File: src/rtl/fifo_burst_reader.sv
// fifo_burst_reader: drains a fifo_sync instance in whole bursts of BURST_LEN
// beats and presents them as a valid/ready stream. The out_last flag marks
// the final beat of each burst. A flush level lets a short tail burst out.
module fifo_burst_reader #(
  parameter int DATA_W    = 8,
  parameter int FIFO_SIZE = 32,
  parameter int BURST_LEN = 8,
  parameter int BUF_DEPTH = 4,
  localparam int CNT_W    = $clog2(FIFO_SIZE) + 1
) (
  input  logic              clk,
  input  logic              reset,
  output logic              fifo_rd_en,
  input  logic [DATA_W-1:0] fifo_data_rd,
  input  logic [CNT_W-1:0]  fifo_data_count,
  input  logic              flush,
  output logic [DATA_W-1:0] out_data,
  output logic              out_valid,
  input  logic              out_ready,
  output logic              out_last,
  output logic              busy
);

  localparam int PTR_W = (BUF_DEPTH > 1) ? $clog2(BUF_DEPTH) : 1;
  localparam int BC_W  = $clog2(BUF_DEPTH + 1);
  localparam logic [CNT_W-1:0] BURST_LEN_C = CNT_W'(BURST_LEN);
  localparam logic [BC_W:0]    BUF_DEPTH_C = (BC_W + 1)'(BUF_DEPTH);
  localparam logic [PTR_W-1:0] PTR_LAST    = PTR_W'(BUF_DEPTH - 1);

  typedef enum logic [1:0] {
    S_IDLE,
    S_BURST,
    S_WAIT_LAST
  } state_t;

  state_t            state_q, state_d;
  logic              rd_en_q;
  logic              rd_last_q, rd_last_d;
  logic [CNT_W-1:0]  issued_q, issued_d;
  logic [CNT_W-1:0]  burst_size_q, burst_size_d;
  logic [DATA_W-1:0] buf_data_q [BUF_DEPTH];
  logic [DATA_W-1:0] buf_data_d [BUF_DEPTH];
  logic              buf_last_q [BUF_DEPTH];
  logic              buf_last_d [BUF_DEPTH];
  logic [PTR_W-1:0]  wr_ptr_q, wr_ptr_d;
  logic [PTR_W-1:0]  rd_ptr_q, rd_ptr_d;
  logic [BC_W-1:0]   buf_count_q, buf_count_d;

  logic [CNT_W-1:0]  avail;
  logic [BC_W:0]     buf_fill;
  logic              rd_en;
  logic              push;
  logic              pop;
  logic              head_last;

  // The FIFO count lags a read by one cycle, so subtract the read in flight.
  assign avail    = fifo_data_count - CNT_W'(rd_en_q);
  // Entries held plus the one about to land from the read issued last cycle.
  assign buf_fill = {1'b0, buf_count_q} + (BC_W + 1)'(rd_en_q);

  assign push      = rd_en_q;
  assign out_valid = (buf_count_q != '0);
  assign out_data  = buf_data_q[rd_ptr_q];
  assign head_last = buf_last_q[rd_ptr_q];
  assign out_last  = out_valid && head_last;
  assign pop       = out_valid && out_ready;
  assign busy      = (state_q != S_IDLE);
  assign fifo_rd_en = rd_en;

  function automatic logic [PTR_W-1:0] ptr_next(input logic [PTR_W-1:0] p);
    return (p == PTR_LAST) ? '0 : p + PTR_W'(1);
  endfunction

  // Burst sequencing: pick the burst size in IDLE, issue reads in BURST, wait
  // for the tagged last beat to leave in WAIT_LAST.
  always_comb begin
    state_d      = state_q;
    issued_d     = issued_q;
    burst_size_d = burst_size_q;
    rd_en        = 1'b0;
    rd_last_d    = 1'b0;
    case (state_q)
      S_IDLE: begin
        if (avail >= BURST_LEN_C) begin
          burst_size_d = BURST_LEN_C;
          issued_d     = '0;
          state_d      = S_BURST;
        end else if (flush && (avail != '0)) begin
          burst_size_d = avail;
          issued_d     = '0;
          state_d      = S_BURST;
        end
      end
      S_BURST: begin
        rd_en = (issued_q < burst_size_q) && (avail != '0) && (buf_fill < BUF_DEPTH_C);
        if (rd_en) begin
          issued_d  = issued_q + CNT_W'(1);
          rd_last_d = (issued_q == burst_size_q - CNT_W'(1));
        end
        if (issued_d == burst_size_q) begin
          state_d = S_WAIT_LAST;
        end
      end
      S_WAIT_LAST: begin
        if (pop && head_last) begin
          state_d = S_IDLE;
        end
      end
      default: state_d = S_IDLE;
    endcase
  end

  // Output buffer: capture returning read data, release the head on handshake.
  always_comb begin
    buf_data_d  = buf_data_q;
    buf_last_d  = buf_last_q;
    wr_ptr_d    = wr_ptr_q;
    rd_ptr_d    = rd_ptr_q;
    buf_count_d = buf_count_q;
    if (push) begin
      buf_data_d[wr_ptr_q] = fifo_data_rd;
      buf_last_d[wr_ptr_q] = rd_last_q;
      wr_ptr_d             = ptr_next(wr_ptr_q);
    end
    if (pop) begin
      rd_ptr_d = ptr_next(rd_ptr_q);
    end
    if (push && !pop) begin
      buf_count_d = buf_count_q + BC_W'(1);
    end else if (!push && pop) begin
      buf_count_d = buf_count_q - BC_W'(1);
    end
  end

  // State and buffer registers; reset abandons any burst and drops reads in flight.
  always_ff @(posedge clk) begin
    if (reset) begin
      state_q      <= S_IDLE;
      rd_en_q      <= 1'b0;
      rd_last_q    <= 1'b0;
      issued_q     <= '0;
      burst_size_q <= '0;
      wr_ptr_q     <= '0;
      rd_ptr_q     <= '0;
      buf_count_q  <= '0;
      for (int i = 0; i < BUF_DEPTH; i++) begin
        buf_data_q[i] <= '0;
        buf_last_q[i] <= 1'b0;
      end
    end else begin
      state_q      <= state_d;
      rd_en_q      <= rd_en;
      rd_last_q    <= rd_last_d;
      issued_q     <= issued_d;
      burst_size_q <= burst_size_d;
      wr_ptr_q     <= wr_ptr_d;
      rd_ptr_q     <= rd_ptr_d;
      buf_count_q  <= buf_count_d;
      buf_data_q   <= buf_data_d;
      buf_last_q   <= buf_last_d;
    end
  end

endmodule

File: config.mk
export PLATFORM = sky130hd
export DESIGN_NAME = fifo_burst_reader
export DESIGN_NICKNAME = d
export VERILOG_FILES = /design/src/rtl/fifo_burst_reader.sv
export SDC_FILE = /design/constraint.sdc
export NUM_CORES = 1
export LEC_CHECK = 0
export CAP_MARGIN = 30
export CORE_ASPECT_RATIO = 0.75
export CORE_UTILIZATION = 50
export DETAILED_ROUTE_END_ITERATION = 10
export DONT_BUFFER_PORTS = 1
export PLACE_DENSITY = 0.71
export SYNTH_ARGS = -nofsm -noshare
export SYNTH_HDL_FRONTEND = slang
export SYNTH_SLANG_ARGS = --single-unit
File: constraint.sdc
create_clock -name clk -period 4 [get_ports clk]
set_input_delay 1.2 -clock clk [delete_from_list [all_inputs] [get_ports clk]]
set_output_delay 1.2 -clock clk [all_outputs]
set_load 0.005 [all_outputs]
==> out/qor.yml, run 1 <==
die_x_um: 94.0
tritoncts: "built"
dpl.hpwl_mm: 5.03
antennaDiodeCount: 0
cts-htree-levels: 3
fin_nets: 398
die_area_mm2: 0.00667
gr-total-overflow: 0
netlist_instances: 371
core_area_mm2: 0.00598
vias_per_cell: 5.98
gp_congestion: 0.889
setup_viol_count_final: 0
yosys.cell_count.top_type: "dfxtp_1"
worst_clock_skew_ps: 8.75
synth-seq-cells: 59
fin_area_mm2: 0.00343
cts_root_buffer: "clkbuf_8"
cp.required_ps: 2800
start_kind: "input port"
area_growth_pct: 8.05
synthFlopType: "dfxtp_1"
cts_setup_buffers: 0
antenna_found_initial: 0
slew_violations: 0
netlist_top_cells_count: "dfxtp_1, a21oi_1, nand2_1, nand3_1, inv_1"
leakage_uw: 0.00120
endpoint_kind: "output port"
wl_mm: 7.19
hold_class: "reg -> reg"
synth.area.top_cells: "dfxtp_1, a21oi_1, nand3_1"
initialDrtViolationCount: 221
netlist_area_mm2: 0.00317
yosys_warnings: 0
fillers: 519
syn-num-nets: 406
yosys.area.top_type: "dfxtp_1"
cts.repair.resized: 0
start_util_pct: 53.1
synth_edf_count: 0
fin_tns_setup_ps: 0
status: "completed"
clk_path_buf_depth: 2
io_pins: 30
ys_types: 50
numCtsBuffers: 9
post-route-util_pct: 57.3
drtAntennaViolNets: 0
grt_usage_pct: 23.5
avgSynthCellArea_um2: 8.55
min_path_cells: 2
worst_slew_pin_slew_ps: 584
period_share_pct: 93.2
clock-sinks: 59
dr_total_vias: 2669
hold_buffers: 0
arrival_ps: 2530
path_class: "in -> out"
clkLatencyLatePin_ps: 340
grt_max_degree: 60
async_flop_share_pct: 0
multi_input_area_mm2: 0.00184
rsz0062_at_grt: "no"
r2r_cells: 8
synth.yosys.seq_area_share_pct: 37.2
drt-wirelength-per-cell_um: 16.1
drc: 0
drv_cap: 0
fin_crit_ps: 3730
max_freq_mhz: 268
hold_viol: 0
drive_above_1_share_pct: 11.4
die_h_um: 71.0
drt_pass1_iterations: 4
std_cell_rows: 24
ir_drop_uv: 434
synth_top_area_share_pct: 37.2
power.density_mw_per_mm2: 524
clkTransAtPathRegs_ps: 60
placed_cell_area_mm2: 0.00320
regArea_mm2: 0.00118
grt_pass1_wl_mm: 11.9
io_buffer_count: 0
grt_pass1_vias: 2367
path_max_fanout: 7
slew_headroom_pct: 61.0
## power breakdown
part / internal (uW) / total, uW / switching, uW
clock network: 381 / 615 / 233
logic: 195 / 479 / 283
registers: 634 / 703 / 69.0
## layer usage
layer | part of all wire, % | track usage [%] | routed length [um] | vias up
li1 | - | - | - | 1307
met1 | 47 | 35.7 | 3390 | 1262
met2 | 44 | 31.8 | 3160 | 91
met3 | 7.7 | 6.88 | 554 | 9
met4 | 1.1 | 6.84 | 81 | 0
met5 | 0 | 0 | 0 | -
## sequential cells by signal, indices dropped and copies added (netlist names)
signal        count
buf_count_q       3
buf_data_q       32
buf_last_q        4
burst_size_q      6
issued_q          6
push              1
rd_last_q         1
rd_ptr_q          2
state_q           2
wr_ptr_q          2
## area by class of cell
cell class / instances / area share [%]
Timing Repair Buffer: 2 / 0.438
Clock buffer: 11 / 4.42
Inverter: 17 / 1.86
Sequential cell: 59 / 34.5
Clock inverter: 5 / 2.19
Multi-Input combinational cell: 274 / 53.8
Tap cell: 78 / 2.85
## worst paths after layout
kind	endpoint	slack [ps]	from
worst max-delay path	fifo_rd_en	270	fifo_data_count[0]
worst max register to register	buf_count_q[2]	1660	buf_count_q[0]
worst min register to register	buf_data_q[1]	450	buf_data_q[1]
worst min-delay path	buf_data_q[1]	450	buf_data_q[1]
## cell usage in the layout (no fill, tap or decap), drive strengths merged, types with 2 or more instances in the layout
cell type and count:
clkbuf 11, nor2 16, inv 17, xor2 7, nand2 50, nand2b 3, dfxtp 59, nor3 7
or3 9, o31a 2, a31oi 2, a21oi 53, and3 4, nand3 45, o31ai 2, a211oi 2
buf 2, o211ai 2, o21ai 8, a311oi 3, ha 16, clkinv 3, a31o 2, xnor2 7
nor4 2, nor3b 3, mux2 2, bufinv 2, mux4 9, mux2i 3, nor2b 3
## kinds of logic (layout without fill, tap and decap cells)
logic type / after synthesis / count (layout) / synth area share [%]
XOR/XNOR: 14 / 14 / 4.10
AND/OR/NAND/NOR: 147 / 147 / 22.8
adder cells (fa/ha/maj): 17 / 17 / 6.94
buffers and inverters: 38 / 35 / 4.65
multiplexers: 14 / 14 / 8.17
flip-flops: 59 / 59 / 37.2
AO/OA/AOI/OAI: 82 / 82 / 16.1
## worst max-delay path: stages
cell	delay (ps)
inv_1	20
ha_1	200
ha_1	200
nor3b_2	170
xnor2_2	270
nand3_2	160
nand4_2	190
inv_1	100
## metrics by stage
| step | cells | hold WS (ps) | total power (uW) | setup slack [ps] |
|---|---|---|---|---|
| 5_1_grt | 446 | 468 | 1900 | 166 |
| 2_1_floorplan | 371 | 433 | 1090 | 420 |
| 3_3_place_gp | 430 | 433 | 1180 | 345 |
| 6_report | 446 | 447 | 1800 | 273 |
| 4_1_cts | 446 | 449 | 1800 | 275 |
| 3_5_place_dp | 430 | 439 | 1190 | 280 |
(Power assumes the default switching activity.)
==> run 2, diff against run 1 <==
CORE_ASPECT_RATIO = 1.75   (was 0.75)
CORE_MARGIN = 4   (was not set)
==> out/qor.yml, run 2 (synthesis gave the netlist of run 1 again) <==
status: "completed"
antenna_found_initial: 0
holdWs_ps: 448
cp-startpoint: "fifo_data_count[0]"
endpoint_kind: "output port"
period_share_pct: 93.3
wl_mm: 7.31
grt_pass1_vias: 2618
fillers: 592
dr_total_vias: 2629
cts.repair.resized: 0
post-route-util_pct: 54.9
die_h_um: 113
power.density_mw_per_mm2: 502
setup_viol_count_final: 0
reg_top3: "buf_data_q (32), burst_size_q (6), issued_q (6)"
fin_crit_ps: 3730
grt_max_degree: 60
clkTransAtPathRegs_ps: 70
fin_area_mm2: 0.00339
multi_input_area_mm2: 0.00184
layout_common_cells: "dfxtp_1, a21oi_1, nand2_1"
area_growth_pct: 7.02
regArea_mm2: 0.00118
r2r_setup_slack_ps: 1670
path_class: "in -> out"
die_area_mm2: 0.00773
cp.required_ps: 2800
initialDrtViolationCount: 194
hold_buffers: 0
drtAntennaViolNets: 0
drt_pass1_iterations: 5
dpl.hpwl_mm: 5.33
slew_violations: 0
gr-total-overflow: 0
drc: 0
worst_slew_pin_slew_ps: 560
clock-sinks: 59
leakage_uw: 0.00118
arrival_ps: 2530
cts_setup_buffers: 0
vias_per_cell: 5.88
core_area_mm2: 0.00618
placed_cell_area_mm2: 0.00320
top_register: "buf_data_q"
rsz0062_at_grt: "no"
worstPathCellList: "inv_1 > ha_1 > ha_1 > nor3b_2 > xnor2_2 > nand3_2 > nand4_2 > inv_1"
clk_path_buf_depth: 2
die_x_um: 68.2
slew_headroom_pct: 62.6
path_max_fanout: 7
worst_clock_skew_ps: 12.2
clkLatencyLatePin_ps: 330
drt-wirelength-per-cell_um: 16.4
tritoncts: "built"
io_buffer_count: 0
reg2reg_from: "buf_count_q[0]"
hold_viol: 0
cts_root_buffer: "clkbuf_8"
ir_drop_uv: 303
slowest_delay_ps: 270
fin_tns_setup_ps: 0
gp_congestion: 0.868
slowest_stage: "xnor2_2"
io_pins: 30
layout_commonest_cell: "dfxtp_1"
grt_usage_pct: 20.9
drive_above_1_share_pct: 11.2
fin_nets: 398
antennaDiodeCount: 0
start_util_pct: 51.3
finalWorstSetupSlack_ps: 266
largest_reg_flops: 32
numCtsBuffers: 9
hp-start: "buf_data_q[7]"
drv_cap: 0
max_freq_mhz: 268
hold_class: "reg -> reg"
preCtsSetupSlack_ps: 271
grt_pass1_wl_mm: 12.3
start_kind: "input port"
cts-htree-levels: 3
std_cell_rows: 38
run 2: report_power, final:
part           internal [uW]  switching (uW)  total, uW
registers                633            57.8        691
clock network            299             231        529
logic                    196             287        482
total                   1130             575       1700
run 2: critical path, delay by kind of cell:
family / cells / cell delay [ps]
fa+ha+maj: 2 / 400
xor+xnor: 1 / 270
buf+inv: 2 / 120
simple gates: 3 / 540
run 2: final cells by class:
| cell class | count | share of cell area [%] |
|---|---|---|
| clock inverter | 5 | 1.58 |
| inverter | 17 | 1.88 |
| multi-input combinational | 274 | 54.3 |
| clock buffer | 10 | 4.05 |
| timing repair buffer | 2 | 0.442 |
| tap | 80 | 2.95 |
| sequential | 59 | 34.8 |
run 2: metal layers:
metal	GRT usage (%)	wire [um]
met3	4.37	302
met5	0	0
met4	8.76	142
met1	22.0	2760
met2	38.3	4110
run 2: path summary, 6_finish.rpt:
path,endpoint,cells past startpoint
min reg2reg,buf_data_q[7],2
max,fifo_rd_en,8
max reg2reg,buf_count_q[2],8
min,buf_data_q[7],2
run 2: per-stage QoR:
stage,cells,power (uW)
after floorplan,371,1090
after global placement,432,1180
after detailed placement,432,1190
after CTS,447,1720
after global routing,447,1810
final,447,1700
